**config.mk**
```make
export PLATFORM = sky130hd
export DESIGN_NAME = mips_multicycle_ctrl
export DESIGN_NICKNAME = d
export VERILOG_FILES = /design/src/rtl/mips_multicycle_ctrl.sv
export SDC_FILE = /design/constraint.sdc
export NUM_CORES = 1
export LEC_CHECK = 0
export CAP_MARGIN = 25
export CORE_MARGIN = 8
export CORE_UTILIZATION = 42
export CTS_BUF_LIST = sky130_fd_sc_hd__clkbuf_4 sky130_fd_sc_hd__clkbuf_8 sky130_fd_sc_hd__clkbuf_16
export CTS_CLUSTER_DIAMETER = 200
export CTS_CLUSTER_SIZE = 40
export DETAILED_ROUTE_END_ITERATION = 16
export GPL_ROUTABILITY_DRIVEN = 0
export PLACE_DENSITY = 0.8
export RECOVER_POWER = 25
export SLEW_MARGIN = 15
export SYNTH_ARGS = -nofsm -noshare
export SYNTH_HDL_FRONTEND = slang
export SYNTH_SLANG_ARGS = --single-unit
export TNS_END_PERCENT = 30
```
**constraint.sdc**
```tcl
create_clock -name clk -period 2.05 [get_ports clk]
set_clock_uncertainty 0.2 [all_clocks]
set_input_delay 0.5125 -clock clk [delete_from_list [all_inputs] [get_ports clk]]
set_output_delay 0.5125 -clock clk [all_outputs]
set_load 0.005 [all_outputs]
```
**src/rtl/mips_multicycle_ctrl.sv**
```systemverilog
// Multicycle MIPS main control unit: a Moore FSM that sequences fetch, decode,
// execute, memory and write-back, plus the ALU decoder.
// Control outputs are registered alongside the state. They are loaded from the
// decode of the next state, so they always match the current state. PCEn folds
// in the live zero flag. ALUControl folds in the live funct field.
module mips_multicycle_ctrl (
  input  logic       clk,
  input  logic       rst,
  input  logic [5:0] opcode,
  input  logic [5:0] funct,
  input  logic       zero,
  output logic       IorD,
  output logic       MemWrite,
  output logic       IRWrite,
  output logic       RegDst,
  output logic       MemtoReg,
  output logic       RegWrite,
  output logic       ALUSrcA,
  output logic [1:0] ALUSrcB,
  output logic [1:0] PCSrc,
  output logic       PCEn,
  output logic [2:0] ALUControl,
  output logic [3:0] state_o
);

  typedef enum logic [3:0] {
    FETCH  = 4'd0,
    DECODE = 4'd1,
    MEMADR = 4'd2,
    MEMRD  = 4'd3,
    MEMWB  = 4'd4,
    MEMWR  = 4'd5,
    EXEC   = 4'd6,
    ALUWB  = 4'd7,
    BRANCH = 4'd8,
    ADDIEX = 4'd9,
    ADDIWB = 4'd10,
    JUMP   = 4'd11
  } state_t;

  localparam logic [5:0] OP_RTYPE = 6'b000000;
  localparam logic [5:0] OP_LW    = 6'b100011;
  localparam logic [5:0] OP_SW    = 6'b101011;
  localparam logic [5:0] OP_BEQ   = 6'b000100;
  localparam logic [5:0] OP_ADDI  = 6'b001000;
  localparam logic [5:0] OP_J     = 6'b000010;

  typedef struct packed {
    logic       iord;
    logic       mem_write;
    logic       ir_write;
    logic       reg_dst;
    logic       memto_reg;
    logic       reg_write;
    logic       alu_src_a;
    logic [1:0] alu_src_b;
    logic [1:0] alu_op;
    logic [1:0] pc_src;
    logic       pc_write;
    logic       branch;
  } ctrl_t;

  state_t state;
  state_t next_state;
  ctrl_t  ctrl_q;

  // Moore output decode for a given state; codes 12-15 drive nothing.
  function automatic ctrl_t decode_state(input state_t s);
    ctrl_t c;
    c = '0;
    case (s)
      FETCH: begin
        c.ir_write  = 1'b1;
        c.alu_src_b = 2'b01;
        c.pc_write  = 1'b1;
      end
      DECODE: c.alu_src_b = 2'b11;
      MEMADR, ADDIEX: begin
        c.alu_src_a = 1'b1;
        c.alu_src_b = 2'b10;
      end
      MEMRD: c.iord = 1'b1;
      MEMWB: begin
        c.reg_write = 1'b1;
        c.memto_reg = 1'b1;
      end
      MEMWR: begin
        c.iord      = 1'b1;
        c.mem_write = 1'b1;
      end
      EXEC: begin
        c.alu_src_a = 1'b1;
        c.alu_op    = 2'b10;
      end
      ALUWB: begin
        c.reg_dst   = 1'b1;
        c.reg_write = 1'b1;
      end
      ADDIWB: c.reg_write = 1'b1;
      BRANCH: begin
        c.alu_src_a = 1'b1;
        c.alu_op    = 2'b01;
        c.pc_src    = 2'b01;
        c.branch    = 1'b1;
      end
      JUMP: begin
        c.pc_src   = 2'b10;
        c.pc_write = 1'b1;
      end
      default: c = '0;
    endcase
    return c;
  endfunction

  // Next-state logic; opcode is only consulted in DECODE and MEMADR.
  always_comb begin
    next_state = FETCH;
    case (state)
      FETCH: next_state = DECODE;
      DECODE: begin
        case (opcode)
          OP_LW, OP_SW: next_state = MEMADR;
          OP_RTYPE:     next_state = EXEC;
          OP_BEQ:       next_state = BRANCH;
          OP_ADDI:      next_state = ADDIEX;
          OP_J:         next_state = JUMP;
          default:      next_state = FETCH;
        endcase
      end
      MEMADR:  next_state = (opcode == OP_SW) ? MEMWR : MEMRD;
      MEMRD:   next_state = MEMWB;
      EXEC:    next_state = ALUWB;
      ADDIEX:  next_state = ADDIWB;
      default: next_state = FETCH;
    endcase
  end

  // State register with registered Moore outputs; reset forces FETCH outputs.
  always_ff @(posedge clk or posedge rst) begin
    if (rst) begin
      state  <= FETCH;
      ctrl_q <= decode_state(FETCH);
    end else begin
      state  <= next_state;
      ctrl_q <= decode_state(next_state);
    end
  end

  // ALU decoder: ALUOp selects add/sub directly or defers to funct.
  always_comb begin
    ALUControl = 3'b010;
    case (ctrl_q.alu_op)
      2'b01: ALUControl = 3'b110;
      2'b10: begin
        case (funct)
          6'b100000: ALUControl = 3'b010;
          6'b100010: ALUControl = 3'b110;
          6'b100100: ALUControl = 3'b000;
          6'b100101: ALUControl = 3'b001;
          6'b101010: ALUControl = 3'b111;
          default:   ALUControl = 3'b010;
        endcase
      end
      default: ALUControl = 3'b010;
    endcase
  end

  assign IorD     = ctrl_q.iord;
  assign MemWrite = ctrl_q.mem_write;
  assign IRWrite  = ctrl_q.ir_write;
  assign RegDst   = ctrl_q.reg_dst;
  assign MemtoReg = ctrl_q.memto_reg;
  assign RegWrite = ctrl_q.reg_write;
  assign ALUSrcA  = ctrl_q.alu_src_a;
  assign ALUSrcB  = ctrl_q.alu_src_b;
  assign PCSrc    = ctrl_q.pc_src;
  assign PCEn     = ctrl_q.pc_write | (ctrl_q.branch & zero);
  assign state_o  = state;

endmodule

```
# After elaboration in Yosys (flattened, before gate mapping)
# Index checks and enable logic that the tools add are counted.
# classes
eq_ne	27
muxes	17
n_bitwise	2
reduce_logical	9
# op_table
cell	count
equality test 6 bit, second input constant	6
case mux 4 bit (6 select lines)	1
equality test 4 x 3 -> 1 bit, second input constant	5
equality test 4 bit, second input constant	5
case mux 4 bit (5 select lines)	1
equality test 4 x 2 -> 1 bit, second input constant	4
case mux 3 bit (4 select lines)	1
two-way mux 1 bit	9
equality test 4 x 1 -> 1 bit, second input constant	2
logical NOT 4 bit	2
case mux 2 bit (2 select lines)	2
OR reduction 2 bit	4
equality test 6 x 2 -> 1 bit, second input constant	1
equality test 6 x 3 -> 1 bit, second input constant	1
equality test 6 x 4 -> 1 bit, second input constant	1
logical NOT 6 bit	1
case mux 2 bit (3 select lines)	1
case mux 3 bit (2 select lines)	1
OR reduction 4 bit	1
two-way mux 3 bit	1
OR reduction 3 bit	1
equality test 2 x 1 -> 1 bit, second input constant	1
equality test 2 bit, second input constant	1
AND 1 bit	1
OR 1 bit	1
# totals
regBits	19
inputBits	15
word_cells	68

# Logic depth before layout (Yosys ltp)
# Gate-level depths: netlist of the first run.
# depth
ltp_word	7
mapped_depth	6

# Worst setup path after synthesis of the first run
# Ideal clock, no wire load.
# synth_timing
kind	input to register
from	input opcode[2]
to	register ctrl_q[1] in the netlist's numbering
t_arrival_ps	1835
setup_slack_ps	-59
path_stages	5
path_cell_list	or2_4 or3_1 a221o_2 nand2b_4 o22ai_2
# synth_via
elab_chain_len	7
word_cells_on_any_way	14
cone_classes	eq/ne (6); mux (4); reduce/logical (4)
# synth_lines
item	line	rtl
start, declared	9	input logic [5:0] opcode,
equality test 6 bit, on equally long branches	121, 130	
OR reduction 2 bit	121	case (opcode)
case mux 4 bit (5 select lines)	121	
case mux 4 bit (6 select lines) (*)	118	case (state)
via next_state[1]	64	state_t next_state;
equality test 4 bit / logical NOT 4 bit (equally long branches)	71	case (s)
OR reduction 2 bit (no source line) (*)	-	
two-way mux 1 bit (*)	71	
end signal, assigned	142	ctrl_q <= decode_state(FETCH);
end signal, assigned	145	ctrl_q <= decode_state(next_state);
end, declared	65	ctrl_t ctrl_q;
# The timed path passes the listed nets; every way through them passes the cells marked *.

# Worst setup path in the final report of the first run
# layout_timing
from	input funct[2]
to	output ALUControl[0]
# layout_via
elab_chain_len	3
word_cells_on_any_way	6
cone_classes	eq/ne (4); mux (2)
# layout_lines
item	line	rtl
start, declared	10	input logic [5:0] funct,
equality test 6 bit	155	case (funct)
case mux 3 bit (4 select lines) (*)	155	
case mux 3 bit (2 select lines) (*)	152	case (ctrl_q.alu_op)
end, declared	22	output logic [2:0] ALUControl,
# Mark *: on every way between the ends. The rest lies on a longest branch, timed or not.

==> results by group, run 1 <==
Run status
  – Status: complete, but fails checks
  – Violated checks: setup timing

Setup path
  – Crit path kind: in -> out
  – Worst flop-to-flop path startpoint: state_o[2]
  – Critical path endpoint category: output port
  – Required @ worst endpoint: 1.34 ns
  – Slowest stage delay, CP: 0.30 ns
  – CP startpoint kind: input port
  – CP Cell Sequence: dlygate4sd2_1, nor4_4, buf_4, a32o_1, buf_2
  – Delay-heaviest family, CP: buffers and inverters
  – Max FO, Critical Path: 2
  – Arr. time, crit path: 1.49 ns
  – Critical path's slowest cell: nor4_4
  – Critical path startpoint: funct[2]
  – Buffers & Inverters on Critical Path: 3

Clocking
  – Worst-Skew Late Latency: 0.28 ns
  – CTS tree: yes
  – Clk buf depth: 2
  – H-tree depth: 1
  – Reg clk slew, reported paths: 0.09 ns
  – CTS sink count: 17
  – Root buffer cell: clkbuf_4
  – Total CTS buffers: 3

Drt
  – WL final: 2380 um
  – Routed met3 length: 199 um
  – Post-DRT Antenna Nets: 0
  – 1st-pass router iterations: 4
  – Routed length per instance: 14.4 um
  – Top layer in use: met4
  – Initial DRC count: 28
  – Vias per inst: 5.08
  – DRC: 0
  – Vias: 838
  – Length of routed met2 wiring: 1240 um
  – WL met1: 919 um

Cells and area
  – Final antenna diode count: 0
  – Nets: 156
  – Final Instance Area: 1430 sq um
  – Area growth syn-to-layout: 59.9%
  – Share of layout cells above drive strength 1: 32.6%

Hold path
  – Hold crit path type: reg -> reg
  – Hold Crit Start: state_o[0]

Global routing
  – Initial antenna violation count: 0
  – Vias in the first global route: 866
  – Total gr overflow: 0
  – GRT Total Usage: 13.0%
  – First-pass GRT wire length: 3770 um
  – Largest net degree at the start of global routing: 18

Floorplanning
  – Die width: 62.1 um
  – Core region area: 1980 sq um
  – Initial Util: 45.0%
  – Die area: 3850 sq um
  – Row count: 16
  – Num ports: 34
  – Die height: 62.1 um

Synthesis
  – Cell count after synthesis: 90
  – Adder and majority gate portion of the synthesized area: 2.81%
  – Seq cells post-synth: 17
  – Ys async rst share: 100%
  – Unique masters post-synth: 35
  – Synth cell count leaders: dfrtp_1, nor2_1, inv_1
  – Count leader, synth: dfrtp_1
  – Post-synth top area share: 39.3%
  – Largest family of logic cells by synthesized area: simple AND/OR/NAND/NOR gates
  – Compound-gate portion of the synthesized area: 13.2%
  – Prevailing post-synth register cell: dfrtp_1
  – Warnings, synthesis: 0
  – Post-Synth Simple-Gate Area: 25.0%
  – Synth Area in XOR/XNOR: 2.95%
  – Top cell type by total area after synthesis: dfrtp_1
  – Seq/Total Area, Yosys: 48.1%
  – Mapped cell area: 892 sq um
  – Post-synthesis mux area share: 0%
  – Post-synth EDFFs: 0
  – Syn_area_per_cell: 9.91 sq um
  – Syn_nets: 107
  – Synth area leaders: dfrtp_1, dfstp_2, nor2_1

Timing
  – Min Tclk post-route: 2.20 ns
  – Transition time of the tightest slew-check pin: 0.868 ns
  – Final WS setup: -0.151 ns
  – RSZ-0062 raised after global routing: true
  – Count of final setup violators: 4
  – Final Hold Vio Count: 0
  – Final Max Slew Viols: 0
  – Final Cycle Share: 107%
  – Rel. slew slack: 42.1%
  – Setup_tns: -0.207 ns
  – Fmax: 454 MHz

Power and ir drop
  – PwrDens: 904 nW/um^2
  – Sw Share: 33.3%
  – Combinational power share: 48.8%
  – Flop pwr share: 36.8%
  – Peak supply drop: 0.467 mV
  – Pwr Total: 0.00129 W
  – P_sw: 0.000430 W
  – Cell Int Power: 0.000860 W
  – Leak Pwr: 0.685 nW
  – Clock power share: 14.4%

Place
  – Cell area after placement: 1320 sq um
  – Post-DP HPWL: 1680 um
  – Worst slack, placed: -0.789 ns
  – Port buffer count: 33

Run
  – MaxCap Viol Count: 0
## layout by cell type, fill, tap and decap left out, types with 4 or more instances in the layout
master / instances
nor2_1: 11
clkdlybuf4s50_1: 11
inv_1: 9
clkdlybuf4s15_1: 4
dlymetal6s2s_1: 4
buf_4: 13
dlygate4sd2_1: 6
dfrtp_1: 14
clkbuf_2: 5
clkbuf_4: 4
## logic make-up (layout without fill, tap and decap cells)
kind of cell | count (synthesis) | in the layout
AOI/OAI and AO/OA | 15 | 15
xor gates and xnor gates | 3 | 3
adders and majority gates | 2 | 2
buffers and inverters | 15 | 63
DFF | 17 | 17
and+or+nand+nor | 38 | 38
## layout make-up
class	count	area, sq um
clock buffer	4	30.0
fill	143	556
inverter	11	41.3
multi-input combinational	58	482
sequential	17	429
tap	27	33.8
timing repair buffer	48	410
## path summary, 6_finish.rpt
| check | endpoint | slack [ns] | cells after the start |
|---|---|---|---|
| worst max-delay path | ALUControl[0] | -0.15 | 5 |
| worst min-delay path | IorD | 0.42 | 2 |
| worst max register to register | ctrl_q[1] | 0.16 | 4 |
| worst min register to register | IorD | 0.42 | 2 |
| max in group asynchronous | state_o[3] | 0.42 | 3 |
| min in group asynchronous | RegWrite | 0.70 | 3 |
## timing repair
item | CTS | global route
pin swaps | 5 | 8
hold buffers | 0 | 0
endpoints found under the setup margin | 12 | 13
gates resized for setup | 34 | 24
gates cloned | 0 | 0
buffers inserted | 3 | 1
## state kept, by name, summed over array words and instances, names as in the netlist
| name | count |
|---|---|
| MemtoReg | 1 |
| IorD | 1 |
| PCSrc | 1 |
| MemWrite | 1 |
| RegDst | 1 |
| ALUSrcA | 1 |
| state_o | 4 |
| ctrl_q | 3 |
| IRWrite | 1 |
| ALUSrcB | 2 |
| RegWrite | 1 |
## metal layers
metal,up-vias,GRT usage [%]
met5,-,0
met4,0,9.42
met3,2,2.47
met2,28,21.7
met1,402,14.4
li1,406,-
## tightest hold or removal path, delay by kind of cell (launching register included)
family	cells	cell delay, ns
buffers and inverters	1	0.15
DFF	1	0.36
and+or+nand+nor	1	0.07
## power groups by stage
stage / Clock, W / Combinational, W / Sequential, W
global placement: 0 / 0.000603 / 0.000477
detailed placement: 0 / 0.000619 / 0.000478
finish: 0.000186 / 0.000629 / 0.000474
CTS: 0.000193 / 0.000620 / 0.000472
global route: 0.000209 / 0.000691 / 0.000486
floorplan: 0 / 0.000298 / 0.000496
## stage by stage
stage | utilization [%] | cells | hold WS, ns
2_1_floorplan | - | 90 | 0.236
3_3_place_gp | 66.4 | 158 | 0.376
3_5_place_dp | 66.4 | 158 | 0.375
4_1_cts | 70.0 | 164 | 0.324
5_1_grt | 72.0 | 165 | 0.455
6_report | 72.0 | 165 | 0.418
No activity file was read; power rests on OpenSTA's default activity.
==> run 2: changes to the inputs <==
- SETUP_SLACK_MARGIN: default -> 0.5
- SLEW_MARGIN: 15 -> default
==> run 2 against run 1 <==
  * The run still ends with setup timing left
  * Flip-flop and latch count unchanged
  * Setup slack better by 0.060 ns
  * Non-clock buffer count up 4
  * Critical path depth up 1
  * Combinational power up 13%
  * Clock-buffer cell count unchanged
  * Hold slack worse by 0.079 ns
  * Cell area up 5.3%
  * Largest cell class unchanged
==> results by group, run 2 (synthesized netlist as in run 1, its figures left out) <==
Run status
  – Status: complete, but fails checks
  – Violated checks: setup timing

Setup path
  – Critical Path Sink: ALUControl[2]
  – FF-to-FF End: ctrl_q[1]
  – Critical path startpoint: funct[1]
  – Crit path kind: in -> out
  – Worst flop-to-flop path startpoint: state_o[2]
  – Required @ worst endpoint: 1.34 ns (about the same)
  – Register-to-register setup slack: 0.18 ns (+0.02 ns)
  – Max FO, Critical Path: 2 (unchanged)
  – CP startpoint kind: input port
  – Arr. time, crit path: 1.43 ns (-0.06 ns)
  – Critical path endpoint category: output port
  – R2r worst-path depth: 4 (unchanged)

Cells and area
  – Area growth syn-to-layout: 68.3%
  – Final Instance Area: 1500 sq um (+5.3%)
  – Commonest non-fill, non-tap cell in the layout: buf_6
  – Commonest cells after routing, fill and taps aside: buf_6, buf_2, dfrtp_1
  – Final antenna diode count: 0 (unchanged)
  – Nets: 160 (+2.6%)
  – Finished Layout Cells: 169 (+2.4%)
  – Share of layout cells above drive strength 1: 56.3% (+24 points)
  – Largest register FFs: 4 (unchanged)

Floorplanning
  – Core region area: 1980 sq um (unchanged)
  – Num ports: 34 (unchanged)
  – Row count: 16 (unchanged)
  – Die area: 3850 sq um (unchanged)
  – Die width: 62.1 um (unchanged)
  – Die height: 62.1 um (unchanged)
  – Initial Util: 45.0% (unchanged)

Timing
  – Final Hold Vio Count: 0 (unchanged)
  – Hold Slack: 0.339 ns (-0.0794 ns)
  – RSZ-0062 raised after global routing: true
  – Min Tclk post-route: 2.14 ns (-0.0598 ns)
  – Final WS setup: -0.0913 ns (+0.0598 ns)
  – Fmax: 467 MHz (+2.8%)
  – Rel. slew slack: 52.1% (+10 points)
  – Final Max Slew Viols: 0 (unchanged)
  – Transition time of the tightest slew-check pin: 0.719 ns (-0.149 ns)
  – Count of final setup violators: 3 (-1)
  – Final Cycle Share: 104% (-2.9 points)

Power and ir drop
  – Leak Pwr: 0.700 nW (+2.1%)
  – Peak supply drop: 0.719 mV (+54%)
  – Sw Share: 35.0% (+1.7 points)
  – Cell Int Power: 0.000901 W (+4.8%)
  – P_sw: 0.000486 W (+13%)
  – Combinational power share: 51.4% (+2.6 points)
  – Pwr Total: 0.00139 W (+7.6%)
  – Flop pwr share: 34.7% (-2.1 points)
  – PwrDens: 924 nW/um^2 (+2.2%)
  – Clock power share: 13.9% (-0.5 points)

Place
  – Worst slack, placed: -0.859 ns (-0.0706 ns)
  – Post-DP HPWL: 1810 um (+7.6%)
  – Cell area after placement: 1320 sq um (+0.57%)
  – Port buffer count: 33 (unchanged)
  – Dpl cells: 157 (-0.63%)

Clocking
  – Total CTS buffers: 3 (unchanged)
  – Root buffer cell: clkbuf_4
  – Worst-Skew Late Latency: 0.29 ns (about the same)
  – CTS sink count: 17 (unchanged)
  – H-tree depth: 1 (unchanged)
  – Reg clk slew, reported paths: 0.10 ns (about the same)
  – Hold Buf Count CTS: 0 (unchanged)
  – CTS tree: yes
  – Clk buf depth: 2 (unchanged)

Hold path
  – Hold crit path type: in -> async

Global routing
  – Total gr overflow: 0 (unchanged)
  – GR Util met3: 3.09% (+0.62 points)
  – First-pass GRT wire length: 4000 um (+6.1%)
  – Initial antenna violation count: 0 (unchanged)
  – Gr busiest metal: met2
  – GRT Total Usage: 14.2% (+1.2 points)
  – Largest net degree at the start of global routing: 15 (-3)
  – GR Util met1: 15.1% (+0.76 points)
  – Vias in the first global route: 845 (-2.4%)
  – Global-route track usage on met2: 25.4% (+3.7 points)

Drt
  – Post-DRT Antenna Nets: 0 (unchanged)
  – WL final: 2560 um (+7.4%)
  – Vias: 873 (+4.2%)
  – 1st-pass router iterations: 4 (unchanged)
  – DRC: 0 (unchanged)
  – Initial DRC count: 8 (-71%)
  – Routed length per instance: 15.1 um (+4.9%)
  – Vias per inst: 5.17 (+1.7%)

Run
  – MaxCap Viol Count: 0 (unchanged)
run 2: changes by cell type in the layout (fill, tap and decap cells not counted), moves of 2 or more:
cell / before / now
dfrtp_2: 0 / 2
dlygate4sd2_1: 6 / 2
buf_6: 1 / 16
clkbuf_2: 5 / 0
dfrtp_1: 14 / 12
nor2_1: 11 / 7
dlymetal6s2s_1: 4 / 0
buf_2: 2 / 14
buf_8: 0 / 2
buf_4: 13 / 11
clkdlybuf4s15_1: 4 / 2
clkdlybuf4s50_1: 11 / 1
nor2_4: 0 / 3
run 2: per-layer routing:
metal | up-vias | part of all wire (%)
met1 | 406 | 39
met5 | - | 0
met3 | 7 | 8.6
met2 | 37 | 50
li1 | 423 | -
met4 | 0 | 2.2
run 2: final cells by class:
type,instances,area (sq um)
fillers,138,480
flip-flops and latches,17,432
repair buffers,52,443
inverters,11,41.3
well taps,27,33.8
multi-input cells,58,522
clock buffers,4,30.0
run 2: power by group through the flow:
stage | combinational [W] | clock, W | sequential, W
floorplan | 0.000298 | 0 | 0.000496
global placement | 0.000596 | 0 | 0.000478
detailed placement | 0.000614 | 0 | 0.000479
CTS | 0.000617 | 0.000196 | 0.000478
global route | 0.000776 | 0.000213 | 0.000489
finish | 0.000713 | 0.000193 | 0.000481
run 2: how the worst min path moves through the flow:
stage                     slack (ns)       end  depth (start not counted)
after floorplan                 0.24   ALUSrcA                          1
after global placement          0.38      IorD                          2
after detailed placement        0.38      IorD                          2
after CTS                       0.21  RegWrite                          2
after global routing            0.36  MemWrite                          2
final                           0.34      IorD                          2
run 2: worst max-delay path, stage by stage:
cell and delay [ns]:
clkdlybuf4s15_1 0.27, nand2b_4 0.08, nor4_4 0.28, nor2_1 0.07
nor2_1 0.09, buf_2 0.12
run 2: stage by stage:
stage / setup TNS [ns] / util, %
2_1_floorplan: 0 / -
3_3_place_gp: -6.89 / 66.8
3_5_place_dp: -7.61 / 66.8
4_1_cts: -0.350 / 72.6
5_1_grt: -0.428 / 75.8
6_report: -0.190 / 75.8
run 2: repair_timing:
action	CTS	global route
gates resized for setup	150	16
buffers inserted	6	2
pin swaps	21	18
endpoints found under the hold margin	0	0
setup endpoints to repair	32	23
==> variant, RTL diff (settings of run 2) <==
Reset style: synchronous (`rst`), changed in one clocked block.
--- a/src/rtl/mips_multicycle_ctrl.sv
+++ b/src/rtl/mips_multicycle_ctrl.sv
@@ -136,7 +136,7 @@
   end
 
   // State register with registered Moore outputs; reset forces FETCH outputs.
-  always_ff @(posedge clk or posedge rst) begin
+  always_ff @(posedge clk) begin
     if (rst) begin
       state  <= FETCH;
       ctrl_q <= decode_state(FETCH);
Behaviour: differs if rst is asserted again (counterexample within 4 cycles, from zero or initial values and one cycle with rst high); with rst held inactive, the same outputs for 10 cycles.
==> variant against run 2 <==
- the run still ends with negative setup slack left
- routed wire length is 48% higher
- design area is 16% higher
- sequential cell count is 1 higher
- hold slack better by 170 ps
- first-iteration DRC count grew to 6.4 times the old value
- non-clock buffer count is 7 higher
- count of clock-buffer cells in the layout stayed put
- worst setup slack worse by 94 ps
- via count is 25% higher
- area after synthesis is 4.5% lower
- highest routed layer unchanged
Power is not compared: it rests on default switching activity, and its combinational part moved more than twofold at a synthesized area within 25%.
==> variant: results <==
synthesis:
  post_synth_num_cell_types: 37
  synth.area.top_cells: "dfxtp_1 42%, buf_4 3.5%, nor2_1 3.5%"
  synth_flop_cell: "dfxtp_1"
  syn_inst: 94
  yosysWarnings: 0
  synth_commonest_cells: "18 x dfxtp_1, 8 x nor2_1, 5 x nand2_1"
  yosys.area_share.xor_xnor: 0.0103
  synth_fp_nets: 111
  seq_area_frac_synth: 0.423
  ys_async_sr_fraction: 0
  synthAdderAreaFrac: 0.0294
  synth_compound_area_frac: 0.178
grt:
  grt_pass1_wl_mm: 4.57
  grt_usage: 0.161
  antenna_found_initial: 0
  grt_max_degree: 11
  grt_pass1_vias: 1038
min_path:
  min_to: "ALUSrcB[1]"
  hp-class: "flop to flop"
status:
  violations: "negative setup slack"
  status: "finished with violations"
worst_setup_path:
  slowest_stage: "or3b_4"
  setup.worst_path.start_class: "flop"
  r2r_end: "RegWrite"
  critPathMaxFanout: 3
  crit_end: "ALUControl[1]"
  crit_family: "simple AND/OR/NAND/NOR gates"
  r2r_cells: 6
  r2r_start: "state_o[2]"
  slowest_delay_ps: 400
  worst_setup_path_startpoint: "ctrl_q[4]"
place:
  port_buffers: 33
  dp_hpwl_mm: 1.83
  pre_cts_slack_ps: -1010
  place_area_mm2: 0.00134
timing:
  hold-worst-slack_ps: 505
  finalSetupViolCount: 3
  fin_ws_ps: -185
  tightest_slew_ps: 633
  setup-tns-final_ps: -300
cells_and_area:
  fin_nets: 169
  nFillCells: 85
  stdcell_count: 178
  drive_above_1_share: 0.682
  final_area_mm2: 0.00175
clock_network:
  clkTransAtPathRegs_ps: 120
  cts_setup_buffers: 4
  clk_latency_ps: 290
  post_cts_resized: 168
pwr:
  clockPowerShare: 0.281
  internal_power_w: 0.000570
routing:
  drt_iter0_markers: 51
  m1WireLength_mm: 1.29
  met2RoutedLength_mm: 1.88
  viasPerCell: 6.15
  wl_mm: 3.79
  met3_length_um: 400
-- variant: cell count changes after synthesis, sizes merged, moves of 3 or more --
cell / run 2 / this run
and3: 0 / 3
dfrtp: 14 / 0
dfstp: 3 / 0
nor2: 12 / 8
inv: 11 / 4
a31oi: 1 / 4
nand2b: 5 / 2
dfxtp: 0 / 18
-- variant: worst reg2reg max path: cells and delay by family, from the launching register on --
kind / cells / cell delay [ps]
and+or+nand+nor: 2 / 480
buffers and inverters: 2 / 390
AOI/OAI and AO/OA: 2 / 350
DFF: 1 / 400
-- variant: routing by layer --
layer  global-route usage  vias to the layer above
li1                     -                      466
met2                0.313                       90
met1                0.156                      514
met4               0.0598                        0
met3               0.0397                       24
met5                    0                        -
-- variant: layout make-up --
| type | instances | area share |
|---|---|---|
| multi-input cells | 66 | 0.426 |
| repair buffers | 59 | 0.309 |
| well taps | 27 | 0.0193 |
| inverters | 4 | 0.00860 |
| flip-flops and latches | 18 | 0.216 |
| clock buffers | 4 | 0.0208 |
